<file path="config.mk">
export PLATFORM = sky130hd
export DESIGN_NAME = timer_bank
export DESIGN_NICKNAME = d
export VERILOG_FILES = /design/src/rtl/timer_pkg.sv /design/src/rtl/timer_prescaler.sv /design/src/rtl/timer_bank.sv
export SDC_FILE = /design/constraint.sdc
export NUM_CORES = 1
export LEC_CHECK = 0
export CAP_MARGIN = 20
export CORE_ASPECT_RATIO = 2
export CORE_MARGIN = 4
export CORE_UTILIZATION = 35
export DETAILED_ROUTE_END_ITERATION = 10
export PLACE_DENSITY = 0.62
export SLEW_MARGIN = 20
export SYNTH_ARGS = -nofsm -noshare
export SYNTH_HDL_FRONTEND = slang
export SYNTH_SLANG_ARGS = --single-unit
</file>
<file path="constraint.sdc">
create_clock -name clk -period 7.6 [get_ports clk]
set_clock_uncertainty 0.1 [all_clocks]
set_input_delay 1.52 -clock clk [delete_from_list [all_inputs] [get_ports clk]]
set_output_delay 1.52 -clock clk [all_outputs]
set_load 0.03 [all_outputs]
</file>
<file path="src/rtl/timer_pkg.sv">
`default_nettype none
// ============================================================================
// Module      : timer_pkg
// Description : Shared constants and helpers for the timer bank: default
//               parameter values and the per-channel slice-index function.
//               Optional feature macro: TIMER_BANK_CAPTURE_EN
// Revision    : 1.0 - initial release
// ============================================================================
package timer_pkg;

    // Default channel count, channel width and prescaler width.
    localparam int c_DEF_NUM_CH        = 2;
    localparam int c_DEF_WIDTH         = 8;
    localparam int c_DEF_DIVIDER_WIDTH = 16;

    // Legal channel count range.
    localparam int c_MIN_NUM_CH = 1;
    localparam int c_MAX_NUM_CH = 16;

    // LSB index of channel 'ch' inside a packed per-channel bus of
    // 'width'-bit slices (channel 0 occupies the least-significant slice).
    function automatic int sliceLsb(input int ch, input int width);
        return ch * width;
    endfunction

endpackage : timer_pkg
`default_nettype wire

</file>
<file path="src/rtl/timer_prescaler.sv">
`default_nettype none
// ============================================================================
// Module      : timer_prescaler
// Description : Shared prescaler. Emits a one-clock 'tick' once every
//               'divider' cycles; divider values 0 and 1 both mean "tick
//               every cycle". Lowering the divider below the current phase
//               forces an immediate tick and restarts the phase at zero.
// Revision    : 1.0 - initial release
// ============================================================================
module timer_prescaler
    import timer_pkg::*;
#(
    parameter int DIVIDER_WIDTH = c_DEF_DIVIDER_WIDTH
) (
    input  logic                     clk,
    input  logic                     nReset,
    input  logic [DIVIDER_WIDTH-1:0] divider,
    output logic                     tick
);

    localparam logic [DIVIDER_WIDTH-1:0] c_ONE = DIVIDER_WIDTH'(1);

    logic [DIVIDER_WIDTH-1:0] r_phase;
    logic                     w_bypass;
    logic                     w_wrap;

    // divider <= 1 bypasses the prescaler entirely.
    assign w_bypass = (divider <= c_ONE);

    // '>=' rather than '==' so that shrinking the divider mid-period can
    // never leave the phase stranded above the new terminal value.
    assign w_wrap = (r_phase >= (divider - c_ONE));

    assign tick = w_bypass | w_wrap;

    // Phase counter: restarts at zero on every tick, otherwise advances.
    always_ff @(posedge clk or negedge nReset) begin
        if (!nReset) begin
            r_phase <= '0;
        end else if (tick) begin
            r_phase <= '0;
        end else begin
            r_phase <= r_phase + c_ONE;
        end
    end

endmodule : timer_prescaler
`default_nettype wire

</file>
<file path="src/rtl/timer_bank.sv">
`default_nettype none
// ============================================================================
// Module      : timer_bank
// Description : Bank of NUM_CH independent up-counters sharing one
//               prescaler tick. Each channel counts on tick while enabled,
//               reloads initVal on reaching its compare value (raising
//               earlyMatch combinationally and match one clock later), and
//               can halt after the first match in one-shot mode.
//               Optional feature macro: TIMER_BANK_CAPTURE_EN adds a
//               per-channel capture strobe that snapshots the counter.
// Revision    : 1.0 - initial release
// ============================================================================
module timer_bank
    import timer_pkg::*;
#(
    parameter int NUM_CH        = c_DEF_NUM_CH,
    parameter int WIDTH         = c_DEF_WIDTH,
    parameter int DIVIDER_WIDTH = c_DEF_DIVIDER_WIDTH
) (
    input  logic                      clk,
    input  logic                      nReset,
    input  logic [DIVIDER_WIDTH-1:0]  divider,
    output logic                      tick,
    input  logic [NUM_CH-1:0]         inc,
    input  logic [NUM_CH-1:0]         clear,
    input  logic [NUM_CH-1:0]         oneShot,
    input  logic [NUM_CH*WIDTH-1:0]   compare,
    input  logic [NUM_CH*WIDTH-1:0]   initVal,
    output logic [NUM_CH*WIDTH-1:0]   counter,
    output logic [NUM_CH-1:0]         earlyMatch,
    output logic [NUM_CH-1:0]         match,
    output logic [NUM_CH-1:0]         done
`ifdef TIMER_BANK_CAPTURE_EN
    ,
    input  logic [NUM_CH-1:0]         capture,
    output logic [NUM_CH*WIDTH-1:0]   capVal
`endif
);

    localparam logic [WIDTH-1:0] c_CNT_ONE = WIDTH'(1);

    // ------------------------------------------------------------------
    // Shared prescaler
    // ------------------------------------------------------------------
    logic w_tick;

    timer_prescaler #(
        .DIVIDER_WIDTH (DIVIDER_WIDTH)
    ) u_prescaler (
        .clk     (clk),
        .nReset  (nReset),
        .divider (divider),
        .tick    (w_tick)
    );

    assign tick = w_tick;

    // ------------------------------------------------------------------
    // Channels: identical, independent apart from the shared tick
    // ------------------------------------------------------------------
    for (genvar i = 0; i < NUM_CH; i++) begin : g_ch
        localparam int c_LSB = sliceLsb(i, WIDTH);

        logic [WIDTH-1:0] r_count;
        logic             r_done;
        logic             r_match;
        logic [WIDTH-1:0] w_compare;
        logic [WIDTH-1:0] w_initVal;
        logic             w_step;
        logic             w_hit;
        logic             w_early;

        assign w_compare = compare[c_LSB +: WIDTH];
        assign w_initVal = initVal[c_LSB +: WIDTH];

        // A step needs the tick and the enable; a halted one-shot channel
        // and a clear both suppress it (clear wins over the terminal step).
        assign w_step  = inc[i] & w_tick & ~r_done & ~clear[i];
        assign w_hit   = (r_count == w_compare);
        assign w_early = w_step & w_hit;

        // Count, reload and one-shot halt state for this channel.
        always_ff @(posedge clk or negedge nReset) begin
            if (!nReset) begin
                r_count <= '0;
                r_done  <= 1'b0;
                r_match <= 1'b0;
            end else begin
                r_match <= w_early;
                if (clear[i]) begin
                    r_count <= w_initVal;
                    r_done  <= 1'b0;
                end else if (w_step) begin
                    // Non-matching steps wrap naturally at all-ones.
                    r_count <= w_hit ? w_initVal : (r_count + c_CNT_ONE);
                    if (w_hit && oneShot[i]) begin
                        r_done <= 1'b1;
                    end
                end
            end
        end

        assign counter[c_LSB +: WIDTH] = r_count;
        assign earlyMatch[i]           = w_early;
        assign match[i]                = r_match;
        assign done[i]                 = r_done;

`ifdef TIMER_BANK_CAPTURE_EN
        logic [WIDTH-1:0] r_capVal;

        // Snapshot of the counter value as it stood before this edge.
        always_ff @(posedge clk or negedge nReset) begin
            if (!nReset) begin
                r_capVal <= '0;
            end else if (capture[i]) begin
                r_capVal <= r_count;
            end
        end

        assign capVal[c_LSB +: WIDTH] = r_capVal;
`endif
    end : g_ch

endmodule : timer_bank
`default_nettype wire

</file>
======== After elaboration in Yosys (flattened, before gate mapping) ========
Index checks and enable logic that the tools add are counted.
storage, ports and cells
  bits in registers ....................... 36
  bits of input ports ..................... 56
  output and inout bits ................... 23
  word-level logic and storage cells ...... 49
cells by class
  eq/ne operators ......................... 2
  add/sub/neg operators ................... 4
  bitwise gates (word level) .............. 13
  reductions and logical operators ........ 8
  magnitude comparators ................... 2
  multiplexer cells ....................... 13
operators by type and width
  cell                     count
  $mux W8                  6
  $add A16 B1 Y16 const B  1
  $add A8 B1 Y8 const B    2
  $eq A8 B8 Y1             2
  $ge A16 B16 Y1           1
  $le A16 B1 Y1 const B    1
  $mux W16                 1
  $sub A16 B1 Y16 const B  1
  $and A1 B1 Y1            8
  $reduce_bool A2 Y1       4
  $mux W1                  6
  $not A1 Y1               4
  $reduce_and A2 Y1        2
  $logic_and A1 B1 Y1      2
  $or A1 B1 Y1             1

======== Longest topological paths before layout ========
Gate-level depths: netlist (run 1).
  word-level depth ........................ 8
  mapped depth ............................ 16
  mapped depth without buffers ............ 15

======== Cells and area by module ========
Synthesis (run 1) repeated with hierarchy kept, for this count alone.
unflattened totals
  cells, all modules ...................... 343
  area total of the unflattened synthesis .. 2,965.3 sq um
modules (own cells, without submodules)
  module           times used  cells each  area each (sq um)  seq. area each (sq um)
  timer_bank       1           186         1,579.0            500.5
  timer_prescaler  1           157         1,386.3            400.4

======== Least setup slack after synthesis (run 1) ========
Ideal clock, no wire load.
  path kind ............................... input port to output port
  start point ............................. in divider[1]
  end point ............................... out earlyMatch[0]
  arrival ................................. 4,322 ps
  slack ................................... 1,658 ps
  cell stages on the path ................. 14
  buffers on the path ..................... 1
  data required time ...................... 5,980 ps
  cells stage by stage .................... or3_1 > nor3_1 > nand2_1 > nor4_1 > xnor2_1 > ha_1 > nand4_1 > nor3_1 > a32oi_1 > and3_4 > inv_2 > nand2_1 > nor4_1 > buf_4
on the way
  cells in the longest elaborated chain, start to end .. 7
  elaborated cells between the ends (all ways) .. 8
  classes of those cells .................. add/sub (1); order compare (2); bitwise (5)
RTL lines
  item                           RTL line               RTL
  from (decl)                    timer_bank.sv:22       input logic [DIVIDER_WIDTH-1:0] divider,
  $sub A16 B1 Y16                timer_prescaler.sv:32  assign w_wrap = (r_phase >= (divider - c_ONE));
  $ge A16 B16 Y1                 timer_prescaler.sv:32
  $or A1 B1 Y1 *                 timer_prescaler.sv:34  assign tick = w_bypass | w_wrap;
  $and A1 B1 Y1 * (3 in series)  timer_bank.sv:78       assign w_step = inc[i] & w_tick & ~r_done & ~clear[i];
  $and A1 B1 Y1 *                timer_bank.sv:80       assign w_early = w_step & w_hit;
  to (decl)                      timer_bank.sv:30       output logic [NUM_CH-1:0] earlyMatch,
Every way passes the cells marked *; elsewhere a longest branch is shown, timed or not.

======== Worst setup path after layout (run 1) ========
  start point ............................. in divider[2]
  end point ............................... out earlyMatch[0]
Same word-level chain as after synthesis.

==> results of run 1 <==
-- critical path, delay by kind of cell --
kind / cells / cell delay [ns]
compound gates: 1 / 0.19
xor+xnor: 1 / 0.11
fa+ha+maj: 1 / 0.30
buf+inv: 3 / 1.28
simple gates: 9 / 2.18
-- worst max-delay path by stage --
stage                     from            end  slack, ns  cells after the start
global route        divider[2]  earlyMatch[0]       0.12                     15
floorplan           divider[1]  earlyMatch[0]       1.66                     14
global placement    divider[2]  earlyMatch[0]       0.52                     15
CTS                 divider[2]  earlyMatch[0]       0.40                     15
finish              divider[2]  earlyMatch[0]       0.41                     15
detailed placement  divider[2]  earlyMatch[0]       0.42                     15
-- through the flow --
step	worst slack [ns]	area [um2]	cells
detailed placement	0.421	3720	493
finish	0.414	3870	501
CTS	0.401	3870	501
floorplan	1.66	2890	331
global placement	0.520	3720	493
global route	0.116	3870	501
-- metal layers --
metal | vias to the layer above | GRT usage (%)
met5 | - | 0
met4 | 0 | 8.79
met3 | 19 | 3.18
met2 | 90 | 33.0
met1 | 1320 | 17.1
li1 | 1334 | -
-- cell type report --
cell class	instances	area, um2
multi-input cells	264	1840
well taps	96	120
fillers	759	4130
repair buffers	81	798
clock buffers	6	139
flip-flops and latches	36	901
inverters	16	60.1
clock inverters	2	10.0
-- flip-flops by register name, indices dropped and copies added, names as in the netlist --
signal	cells
g_ch.r_count	16
u_prescaler.r_phase	16
g_ch.r_done	2
g_ch.r_match	2
-- synthesized netlist by cell type, drive strengths merged (3+ instances only) --
| master | number | area share, % |
|---|---|---|
| a21oi | 8 | 1.4 |
| a221o | 4 | 1.4 |
| a221oi | 4 | 1.2 |
| a311oi | 3 | 0.91 |
| a31oi | 4 | 1.1 |
| a41oi | 3 | 1.2 |
| and3 | 12 | 2.8 |
| buf | 10 | 2.4 |
| clkbuf | 5 | 0.65 |
| dfrtp | 36 | 31 |
| ha | 21 | 9.1 |
| inv | 16 | 2.1 |
| mux2i | 6 | 2.1 |
| nand2 | 21 | 2.7 |
| nand2b | 4 | 0.87 |
| nand3 | 12 | 2.1 |
| nand4 | 8 | 1.7 |
| nor2 | 44 | 6.1 |
| nor2b | 3 | 0.65 |
| nor3 | 13 | 2.4 |
| nor3b | 6 | 1.6 |
| nor4 | 3 | 0.65 |
| o211ai | 4 | 1.0 |
| o21ai | 12 | 2.1 |
| or4 | 3 | 1.0 |
| xnor2 | 31 | 9.4 |
| xor2 | 12 | 3.6 |
-- power by group through the flow --
stage	Sequential, mW	Combinational, mW	Clock, mW
3_5_place_dp	0.277	0.254	0
6_report	0.274	0.252	0.211
4_1_cts	0.274	0.255	0.217
2_1_floorplan	0.282	0.142	0
5_1_grt	0.280	0.282	0.225
3_3_place_gp	0.277	0.248	0
-- kinds of logic after synthesis --
family	Yosys count
multiplexers	6
AO/OA/AOI/OAI	59
AND/OR/NAND/NOR	135
buffers and inverters	31
XOR/XNOR	43
adder cells (fa/ha/maj)	21
flip-flops	36
==> metrics.md, run 1 <==
| Metric | Value |
|---|---|
| Status | `completed` |
| Max incr delay on CP | `0.75 ns` |
| Synthesis-stage register bit count | `36` |
| Drt first pass iters | `4` |
| Final worst-path cycle share | `94.6%` |
| Clock Power Share | `28.6%` |
| Final Hold Violating Endpoints | `0` |
| Min Tclk post-route | `7.19 ns` |
| Initial core utilization | `36.1%` |
| # Post-CTS Setup Buffers | `0` |
| Reg2reg end | `g_ch[0].r_count[3]$_DFFE_PN0P_` |
| Most frequent cells in the layout | `clkdlybuf4s50_1, nor2_1, dfrtp_1, xnor2_1` |
| Worst Path Required | `5.98 ns` |
| Worst setup EP type | `output port` |
| Crit-path max FO | `13` |
| Compound-Gate Fraction of Synth Area | `15.5%` |
| Simple-Gate Fraction of Synth Area | `24.0%` |
| CTS root buf | `clkbuf_16` |
| Ant. Diodes | `0` |
| Layout area overhead | `33.9%` |
| Worst setup SP type | `input pin` |
| Max-slew violations | `0` |
| CORE AREA | `8000 um2` |
| Critical-path cell with the highest stage delay | `clkdlybuf4s50_1` |
| Yosys cell types | `56` |
| Global route total overflow | `0` |
| Worst hold-check path type | `reg2reg` |
| Antenna violations before repair | `0` |
| Clk sinks | `36` |
| Post-synth EDFFs | `0` |
| Die area | `9860 um2` |
| Worst r2r src | `u_prescaler.r_phase[5]$_DFF_PN0_` |
| Largest family of logic cells by synthesized area | `simple AND/OR/NAND/NOR gates` |
| Routed length per placed instance | `16.7 um` |
| Via count | `2763` |
| WHS Path Cells | `1` |
| Logic gate share of total power | `34.2%` |
| Largest net degree at the start of global routing | `37` |
| Worst-path cell chain | `clkdlybuf4s50_1, or3_1, nor3_1, nand2_1, nor4_1, xnor2_1, ha_1, nand4_1, nor3_1, a32oi_1, and3_4, inv_2, nand2_1, nor4_1, clkdlybuf4s50_1` |
| Mux contribution to synthesized area | `2.08%` |
| Cell area after synthesis | `2890 um2` |
| Clk buf depth | `2` |
| WHS Endpoint | `u_prescaler.r_phase[0]$_DFF_PN0_` |
| Final wirelength | `8.37 mm` |
| I/O pin cnt | `79` |
| Post-synthesis xor/xnor area fraction | `13.0%` |
| Int Power | `478 uW` |
| F_max | `139 MHz` |
| DR vias/cell | `5.51` |
| TritonCTS Buffers | `5` |
| Hold slack | `0.379 ns` |
| RePlAce Congestion | `0.844` |
| Die Ht | `136 um` |
| Leakage power | `1.57 nW` |
| Syn Nets | `408` |
| Hold path start | `u_prescaler.r_phase[0]$_DFF_PN0_` |
| Layout cell share with drive strength beyond 1 | `5.68%` |
| Clock Latency Late Sink | `0.28 ns` |
| Final setup vio count | `0` |
| Die width | `72.2 um` |
| Power Dens Cells | `191 nW/um2` |
| Final Util | `48.3%` |
| Ys flop type | `dfrtp_1` |
| R2R setup slack | `4.88 ns` |
| Max-cap violations | `0` |
| Global-route wire length before repair | `13.3 mm` |
| Num rows | `46` |
| Sw Ratio | `35.1%` |
| Synth Warn # | `0` |
| Power Total | `737 uW` |
| Hpwl dp | `6.41 mm` |
| Adder-Cell Fraction of Synth Area | `9.10%` |
| Vias in the first global route | `2881` |
| Post-route ant nets | `0` |
| Crit path DAT | `5.57 ns` |
| DR top layer | `met4` |
| CTS Hold Bufs | `0` |
| Drt initial violations | `107` |
| Seq/Total Area, Yosys | `31.2%` |
| Most common cell after layout, fill and taps aside | `clkdlybuf4s50_1` |
| Synthesized area per cell | `8.72 um2` |
| M1 WL | `3.05 mm` |
| Post-layout net count | `481` |
| Unrepaired setup endpoints after global routing | `no` |
| Asr flop ratio synth | `100%` |
| DR WL met3 | `356 um` |
| Slew @ Worst Pin | `0.877 ns` |
| # resized after CTS | `0` |
| Reg power frac | `37.2%` |
| CTS H-Tree Depth | `2` |
| Cells on worst reg2reg path | `7` |
| DRC viols | `0` |
| Syn Inst Count | `331` |
| IO buf count | `78` |
| Gr usage total | `17.4%` |
| Switching power | `259 uW` |
| Met2 Wirelength | `4.71 mm` |
| Slew margin rel. | `41.5%` |
| TNS Setup | `0 ns` |
| Worst IR Drop VDD | `0.102 mV` |
| WS Path Type | `in2out` |
| CTS tree | `yes` |
| Clock slew at reported path FFs | `0.05 ns` |
(Power assumes the default switching activity.)
==> inputs of run 2 (changes only) <==
- CTS_BUF_LIST: default -> sky130_fd_sc_hd__clkbuf_2
- GPL_ROUTABILITY_DRIVEN: default -> 0
==> run 2 against run 1 <==
- total power fell by 16%
- non-clock buffer count unchanged
- clock power down 57%
- hold slack better by 0.015 ns
- register-to-register slack about the same
- wire length is essentially flat
- final cell count unchanged
- critical path depth is the same
- worst setup slack barely moved
- maximum frequency about the same
- critical path type unchanged
- largest cell class unchanged
==> metrics.md, run 2 (synthesis results as in run 1) <==
| Metric | Value |
|---|---|
| Power Dens Cells | `164 nW/um2` |
| Cell family with most CP delay | `simple AND/OR/NAND/NOR gates` |
| Final setup vio count | `0` |
| Final worst-path cycle share | `94.6%` |
| Gr usage total | `17.2%` |
| Worst-path cell chain | `clkdlybuf4s50_1, or3_1, nor3_1, nand2_1, nor4_1, xnor2_1, ha_1, nand4_1, nor3_1, a32oi_1, and3_4, inv_2, nand2_1, nor4_1, clkdlybuf4s50_1` |
| Post-route ant nets | `0` |
| Final Hold Violating Endpoints | `0` |
| Clk sinks | `36` |
| Min Tclk post-route | `7.19 ns` |
| Largest net degree at the start of global routing | `37` |
| Die area | `9860 um2` |
| Global route total overflow | `0` |
| WS Path Type | `in2out` |
| Crit-path max FO | `13` |
| CTS root buf | `clkbuf_2` |
| Worst setup SP type | `input pin` |
| Drt first pass iters | `4` |
| Antenna violations before repair | `0` |
| Critical-path cell with the highest stage delay | `clkdlybuf4s50_1` |
| Die Ht | `136 um` |
| Met2 Wirelength | `4.70 mm` |
| TNS Setup | `0 ns` |
| Final setup margin | `0.414 ns` |
| # resized after CTS | `0` |
| Die width | `72.2 um` |
| TritonCTS Buffers | `5` |
| IO buf count | `78` |
| Power Total | `616 uW` |
| Hpwl dp | `6.41 mm` |
| Max incr delay on CP | `0.75 ns` |
| DRC viols | `0` |
| Fillers | `776` |
| Most frequent cells in the layout | `clkdlybuf4s50_1, nor2_1, dfrtp_1, xnor2_1` |
| I/O pin cnt | `79` |
| Global-route wire length before repair | `13.2 mm` |
| Routed length per placed instance | `16.7 um` |
| Clock slew at reported path FFs | `0.18 ns` |
| Initial core utilization | `36.1%` |
| Drt initial violations | `86` |
| Clock Latency Late Sink | `0.41 ns` |
| Unrepaired setup endpoints after global routing | `no` |
| Leakage power | `1.53 nW` |
| Worst IR Drop VDD | `0.0941 mV` |
| Via count | `2764` |
| Max-cap violations | `0` |
| M1 WL | `3.09 mm` |
| Ant. Diodes | `0` |
| Final wirelength | `8.37 mm` |
| Slew @ Worst Pin | `0.864 ns` |
| Clk buf depth | `2` |
| CTS H-Tree Depth | `2` |
| CP bufs+invs | `3` |
| DR vias/cell | `5.52` |
| CTS tree | `yes` |
| Worst hold-check path type | `reg2reg` |
| F_max | `139 MHz` |
| Layout cell share with drive strength beyond 1 | `5.43%` |
| Dpl ws | `0.421 ns` |
| Status | `completed` |
| Most common cell after layout, fill and taps aside | `clkdlybuf4s50_1` |
| Num rows | `46` |
| CORE AREA | `8000 um2` |
| Max-slew violations | `0` |
| # Post-CTS Setup Buffers | `0` |
| Worst setup EP type | `output port` |
| CTS Hold Bufs | `0` |
| DR top layer | `met4` |
| Post-layout net count | `481` |
| Slew margin rel. | `42.4%` |
| DR WL met3 | `332 um` |
| Worst Path Required | `5.98 ns` |
| Top flop regs | `g_ch.r_count: 16 flops, u_prescaler.r_phase: 16 flops` |
| Layout area overhead | `30.1%` |
| Vias in the first global route | `2866` |
| Crit path DAT | `5.57 ns` |
run 2: cell count changes in the layout (fill, tap and decap cells not counted), sizes merged:
cell,change
clkbuf,-1
clkinv,+1
run 2: layout make-up:
class / count / area, um2 / share of cell area (%)
flip-flops and latches: 36 / 901 / 24.0
well taps: 96 / 120 / 3.20
clock buffers: 5 / 25.0 / 0.666
inverters: 16 / 60.1 / 1.60
clock inverters: 3 / 13.8 / 0.366
multi-input cells: 264 / 1840 / 48.9
repair buffers: 81 / 798 / 21.3
run 2: path summary, 6_finish.rpt:
check	cells after the start	start	slack [ns]	end
setup / recovery	15	divider[2]	0.41	earlyMatch[0]
hold / removal	1	u_prescaler.r_phase[0]$_DFF_PN0_	0.39	u_prescaler.r_phase[0]$_DFF_PN0_
setup reg to reg	7	u_prescaler.r_phase[5]$_DFF_PN0_	4.87	g_ch[0].r_count[3]$_DFFE_PN0P_
hold reg to reg	1	u_prescaler.r_phase[0]$_DFF_PN0_	0.39	u_prescaler.r_phase[0]$_DFF_PN0_
max in group asynchronous	1	nReset	5.77	u_prescaler.r_phase[15]$_DFF_PN0_
min in group asynchronous	1	nReset	1.08	g_ch[1].r_count[3]$_DFFE_PN0P_
run 2: report_power, final:
| part | leakage (nW) | internal [mW] | switching, mW |
|---|---|---|---|
| Combinational | 1.05 | 0.123 | 0.130 |
| Clock | 0.0302 | 0.0206 | 0.0696 |
| Sequential | 0.451 | 0.225 | 0.0478 |
| Total | 1.53 | 0.368 | 0.247 |
run 2: metrics by stage:
step	cells	instance area, um2	hold WS, ns	utilization, %
2_1_floorplan	331	2890	0.346	-
3_5_place_dp	493	3720	0.374	46.5
4_1_cts	501	3760	0.396	47.0
6_report	501	3760	0.394	47.0
5_1_grt	501	3760	0.412	47.0
3_3_place_gp	493	3720	0.369	46.5
run 2: routing by layer:
layer	global-route usage, %	vias to the layer above
met1	17.0	1327
met2	33.1	87
li1	-	1334
met5	0	-
met4	8.05	0
met3	2.81	16
